### config.mk
export PLATFORM = sky130hd
export DESIGN_NAME = reg_file_gen
export DESIGN_NICKNAME = d
export VERILOG_FILES = /design/src/rtl/reg_pkg.sv /design/src/rtl/reg_cell.sv /design/src/rtl/reg_file_gen.sv
export SDC_FILE = /design/constraint.sdc
export NUM_CORES = 1
export LEC_CHECK = 0
export CAP_MARGIN = 20
export CORE_MARGIN = 3
export CORE_UTILIZATION = 64
export DETAILED_ROUTE_END_ITERATION = 6
export PLACE_DENSITY = 0.95
export SYNTH_ARGS = -nofsm -noshare
export SYNTH_HDL_FRONTEND = slang
export SYNTH_SLANG_ARGS = --single-unit
### constraint.sdc
create_clock -name clk -period 6.7 [get_ports clk]
set_input_delay 0.67 -clock clk [delete_from_list [all_inputs] [get_ports clk]]
set_output_delay 0.67 -clock clk [all_outputs]
set_load 0.05 [all_outputs]
### src/rtl/reg_pkg.sv
// reg_pkg: funsel encodings and select-width helper shared by register-file style blocks.
package reg_pkg;
   localparam logic [1:0] FS_CLR  = 2'b00;
   localparam logic [1:0] FS_LOAD = 2'b01;
   localparam logic [1:0] FS_DEC  = 2'b10;
   localparam logic [1:0] FS_INC  = 2'b11;
   function automatic int sel_bits(input int n);
      int b;
      b = 0;
      while ((1 << b) < n) b++;
      return b;
   endfunction
endpackage

### src/rtl/reg_cell.sv
// reg_cell: one register with clear/load/dec/inc, wrap or saturate, and a sticky overflow flag.
module reg_cell
   import reg_pkg::*;
#(
   parameter int WIDTH = 8,
   parameter int SATURATE = 0,
   parameter logic [WIDTH-1:0] RESET_VAL = '0
) (
   input  logic             clk,
   input  logic             rst,
   input  logic [WIDTH-1:0] i_load,
   input  logic [1:0]       i_funsel,
   input  logic             i_en,
   input  logic             i_ovf_clr,
   output logic [WIDTH-1:0] o_q,
   output logic [WIDTH-1:0] o_nxt,
   output logic             o_zero,
   output logic             o_ovf
);
   logic [WIDTH-1:0] r_q, w_calc;
   logic r_ovf, w_max, w_min, w_bound;
   always_comb begin
      w_max = &r_q;
      w_min = r_q == '0;
      w_bound = i_en && ((i_funsel == FS_INC && w_max) || (i_funsel == FS_DEC && w_min));
      w_calc = i_funsel == FS_CLR  ? '0 :
               i_funsel == FS_LOAD ? i_load :
               i_funsel == FS_DEC  ? ((SATURATE != 0 && w_min) ? r_q : r_q - WIDTH'(1)) :
                                     ((SATURATE != 0 && w_max) ? r_q : r_q + WIDTH'(1));
      o_nxt = rst ? RESET_VAL : i_en ? w_calc : r_q;
   end
   // a boundary hit in the same cycle as a clear request keeps the flag set
   always_ff @(posedge clk) begin
      r_q <= o_nxt;
      r_ovf <= rst ? 1'b0 : (w_bound || (r_ovf && !i_ovf_clr));
   end
   assign o_q = r_q;
   assign o_zero = r_q == '0;
   assign o_ovf = r_ovf;
endmodule

### src/rtl/reg_file_gen.sv
// reg_file_gen: NREGS x WIDTH register file with shared funsel, multi-hot write select,
// zero/overflow flags and two combinational read ports with optional write bypass.
module reg_file_gen
   import reg_pkg::*;
#(
   parameter int WIDTH = 8,
   parameter int NREGS = 8,
   parameter int SELW = 3,
   parameter int SATURATE = 0,
   parameter int BYPASS = 0,
   parameter logic [WIDTH-1:0] RESET_VAL = '0
) (
   input  logic             clk,
   input  logic             rst,
   input  logic [WIDTH-1:0] load,
   input  logic [1:0]       funsel,
   input  logic [NREGS-1:0] rsel,
   input  logic [SELW-1:0]  o1sel,
   input  logic [SELW-1:0]  o2sel,
   input  logic [NREGS-1:0] ovf_clr,
   output logic [WIDTH-1:0] o1,
   output logic [WIDTH-1:0] o2,
   output logic [NREGS-1:0] zero,
   output logic [NREGS-1:0] ovf
);
   logic [WIDTH-1:0] w_q [NREGS];
   logic [WIDTH-1:0] w_nxt [NREGS];
   if (SELW < sel_bits(NREGS) || NREGS < 2 || NREGS > 16) begin : g_param_err
      $error("reg_file_gen: NREGS must be 2..16 and 2**SELW >= NREGS");
   end
   for (genvar g = 0; g < NREGS; g++) begin : g_cell
      reg_cell #(
         .WIDTH(WIDTH),
         .SATURATE(SATURATE),
         .RESET_VAL(RESET_VAL)
      ) u_cell (
         .clk(clk),
         .rst(rst),
         .i_load(load),
         .i_funsel(funsel),
         .i_en(rsel[g]),
         .i_ovf_clr(ovf_clr[g]),
         .o_q(w_q[g]),
         .o_nxt(w_nxt[g]),
         .o_zero(zero[g]),
         .o_ovf(ovf[g])
      );
   end
   // selects with no matching register fall through to zero
   always_comb begin
      o1 = '0;
      o2 = '0;
      for (int i = 0; i < NREGS; i++) begin
         if (o1sel == SELW'(i)) o1 = (BYPASS != 0 && (rsel[i] || rst)) ? w_nxt[i] : w_q[i];
         if (o2sel == SELW'(i)) o2 = (BYPASS != 0 && (rsel[i] || rst)) ? w_nxt[i] : w_q[i];
      end
   end
endmodule
==> metrics.yaml <==
timing:
  tightestPinTransition_ps: 1160
  setup_viol: 0
  fin_skew_ps: 9.22
  rsz0062_at_grt: "no"
  min_period_ps: 4260
  finalCritPeriodShare_pct: 63.6
  max_slew_margin_pct: 22.2
  fmax_ghz: 0.235
  hold_viol: 0
  finalMaxSlewViolations: 0
  setup_tns_ps: 0
floorplanning:
  die_area_mm2: 0.0126
  pin_count: 66
  coreArea_mm2: 0.0109
  die_h_um: 112
  initial_core_util_pct: 65.9
  row_count: 38
  fp.dieW_um: 112
critical_path:
  worstPathArrival_ps: 3590
  critPathRequiredTime_ps: 6030
  crit_fanout: 21
  start_kind: "input port"
  crit_type: "input port to output port"
  cp-end-kind: "output port"
detailed_routing:
  firstDrtPassIters: 7
  num_vias: 7995
  drtIter0Drc: 1324
  drc_errors: 0
  wl_per_cell_um: 21.1
  vias_per_cell: 7.17
  ant_nets: 0
  wirelength_um: 23500
placement:
  dp_hpwl_um: 15700
  io_buffers: 65
  gp_congestion: 1.01
synthesis:
  syn_area_per_cell_um2: 7.22
  synth.most_common_cell: "nand2_1"
  ys_seq_area_share_pct: 20.0
  syn-instance-count: 998
  yosys.area.top_type: "dfxtp_1"
  synth_top_area_share_pct: 20.0
  synth_fp_nets: 1063
  synth_area_leaders: "dfxtp_1 20%, a21oi_1 6.7%, nand2_1 5.6%, ha_1 5.4%, o21ai_0 4.9%"
  yosys_warnings: 0
  synth_ff_type: "dfxtp_1"
  synth_cell_types: 74
  synth_area_mm2: 0.00721
  synth_edf_count: 0
  synth_seq_cells: 72
  async_flop_share_pct: 0
  netlist_top_cells_count: "108 x nand2_1, 97 x a21oi_1, 92 x nor2_1"
grt:
  grt_util_met1_pct: 46.3
  antenna_found_initial: 0
  use_met2_pct: 54.7
  grt_usage_pct: 36.8
  gr-total-overflow: 0
  grt_busiest_layer: "met2"
  use_met3_pct: 11.6
  grt_max_degree: 83
  grt_pass1_wl_um: 37400
  first_global_vias: 7175
layout:
  drive_gt1_share_pct: 6.77
  post-route-util_pct: 71.8
  seq_area_mm2: 0.00144
  syn_to_final_growth_pct: 8.85
  multi_input_area_mm2: 0.00515
  nNetsFinal: 1035
  fillCellCount: 865
  diodes: 0
flow_run:
  cap_viol_max_count: 0
power:
  p_switching_mw: 0.606
  clockPowerShare_pct: 29.8
  power_frac_comb_pct: 35.0
  power.internal_mw: 0.932
  p_seq_share_pct: 35.2
  power.density_mw_per_mm2: 196
  ir_drop_mv: 0.212
  netSwitchingFraction_pct: 39.4
  p_leak_nw: 2.92
clock_tree:
  cts_tree: "done"
  cts_resized: 0
  clkLatencyLatePin_ps: 350
  clk_path_buf_depth: 2
  cts-htree-levels: 3
  root_buffer: "clkbuf_16"
  hold_buffers: 0
  cts_setup_buffers: 0
  path_clk_slew_ps: 60
  numCtsBuffers: 9
  cts_sinks: 72
run_status:
  run_status: "complete, no violations"
min_path:
  hold_class: "flip-flop to flip-flop"
[per-stage QoR]
step	area (µm²)	worst slack [ps]	power [mW]	std cells	hold slack, ps
after floorplan	7210	3510	0.933	998	446
after global routing	7850	2330	1.60	1115	497
after CTS	7850	2540	1.52	1115	472
final	7850	2440	1.54	1115	469
after detailed placement	7570	2540	1.07	1099	462
after global placement	7570	2610	1.05	1099	457
[path summary, 6_finish.rpt]
| path | startpoint | endpoint | slack [ps] | depth (start not counted) |
|---|---|---|---|---|
| max | o2sel[2] | o2[5] | 2440 | 8 |
| min | g_cell[7].u_cell.o_ovf | g_cell[7].u_cell.o_ovf | 470 | 2 |
| max reg2reg | g_cell[1].u_cell.o_q[1] | g_cell[1].u_cell.o_q[4] | 4380 | 8 |
| min reg2reg | g_cell[7].u_cell.o_ovf | g_cell[7].u_cell.o_ovf | 470 | 2 |
[cells in the final DEF, fill, tap and decap left out, types with 7 or more instances in the layout]
master | synthesis | final
a311oi_1 | 19 | 19
clkbuf_16 | 0 | 9
nor3_1 | 18 | 18
nor2_1 | 92 | 92
nand4_1 | 7 | 7
nor3b_1 | 7 | 7
nand3b_1 | 7 | 7
dfxtp_1 | 72 | 72
clkdlybuf4s50_1 | 0 | 63
mux2i_1 | 27 | 27
or2_2 | 9 | 9
o21ai_0 | 71 | 71
a22o_1 | 14 | 14
inv_1 | 30 | 30
o221ai_1 | 11 | 11
ha_1 | 31 | 31
nor2b_1 | 12 | 12
nand2b_1 | 17 | 17
a211oi_1 | 11 | 11
mux4_2 | 10 | 10
a31oi_1 | 10 | 10
a21oi_1 | 97 | 97
xor2_1 | 8 | 8
o32ai_1 | 11 | 11
nand3_1 | 26 | 26
nor4_1 | 16 | 16
xnor2_1 | 26 | 26
nand2_1 | 108 | 108
o21bai_1 | 12 | 12
[registers in the layout, indices dropped and copies added (netlist names)]
signal               cells
g_cell.u_cell.o_q       64
g_cell.u_cell.o_ovf      8
[routing by layer]
layer | part of all wire [%] | vias to the layer above
li1 | - | 3618
met1 | 36 | 3662
met2 | 43 | 568
met3 | 14 | 147
met4 | 6.9 | 0
met5 | 0 | -
[logic make-up (layout without fill, tap and decap cells)]
group,count (synthesis),count (layout),share of synthesized area [%]
buffers and inverters,141,118,8.54
XOR/XNOR,34,34,4.13
adder cells (fa/ha/maj),32,32,5.52
AO/OA/AOI/OAI,332,332,31.4
multiplexers,42,42,7.65
AND/OR/NAND/NOR,345,345,22.7
flip-flops,72,72,20.0
[power by group through the flow]
stage | sequential, mW | combinational (mW) | clock [mW]
after floorplan | 0.494 | 0.439 | 0
after global placement | 0.544 | 0.511 | 0
after detailed placement | 0.545 | 0.523 | 0
after CTS | 0.536 | 0.527 | 0.461
after global routing | 0.546 | 0.580 | 0.471
final | 0.542 | 0.538 | 0.458
[worst max-delay path, stage by stage]
cell and delay, ps:
clkdlybuf4s50_1 1020, nor2b_1 420, a22o_1 220, nand2_1 50, o221ai_1 110, o21ai_0 130
nand2_1 130, clkdlybuf4s50_1 820
[layout make-up]
cell class | instances | area share [%]
multi-input cells | 785 | 65.7
flip-flops and latches | 72 | 18.4
repair buffers | 71 | 8.74
clock buffers | 10 | 3.05
well taps | 140 | 2.23
inverters | 31 | 1.51
clock inverters | 6 | 0.446
No activity file was read; power rests on OpenSTA's default activity.
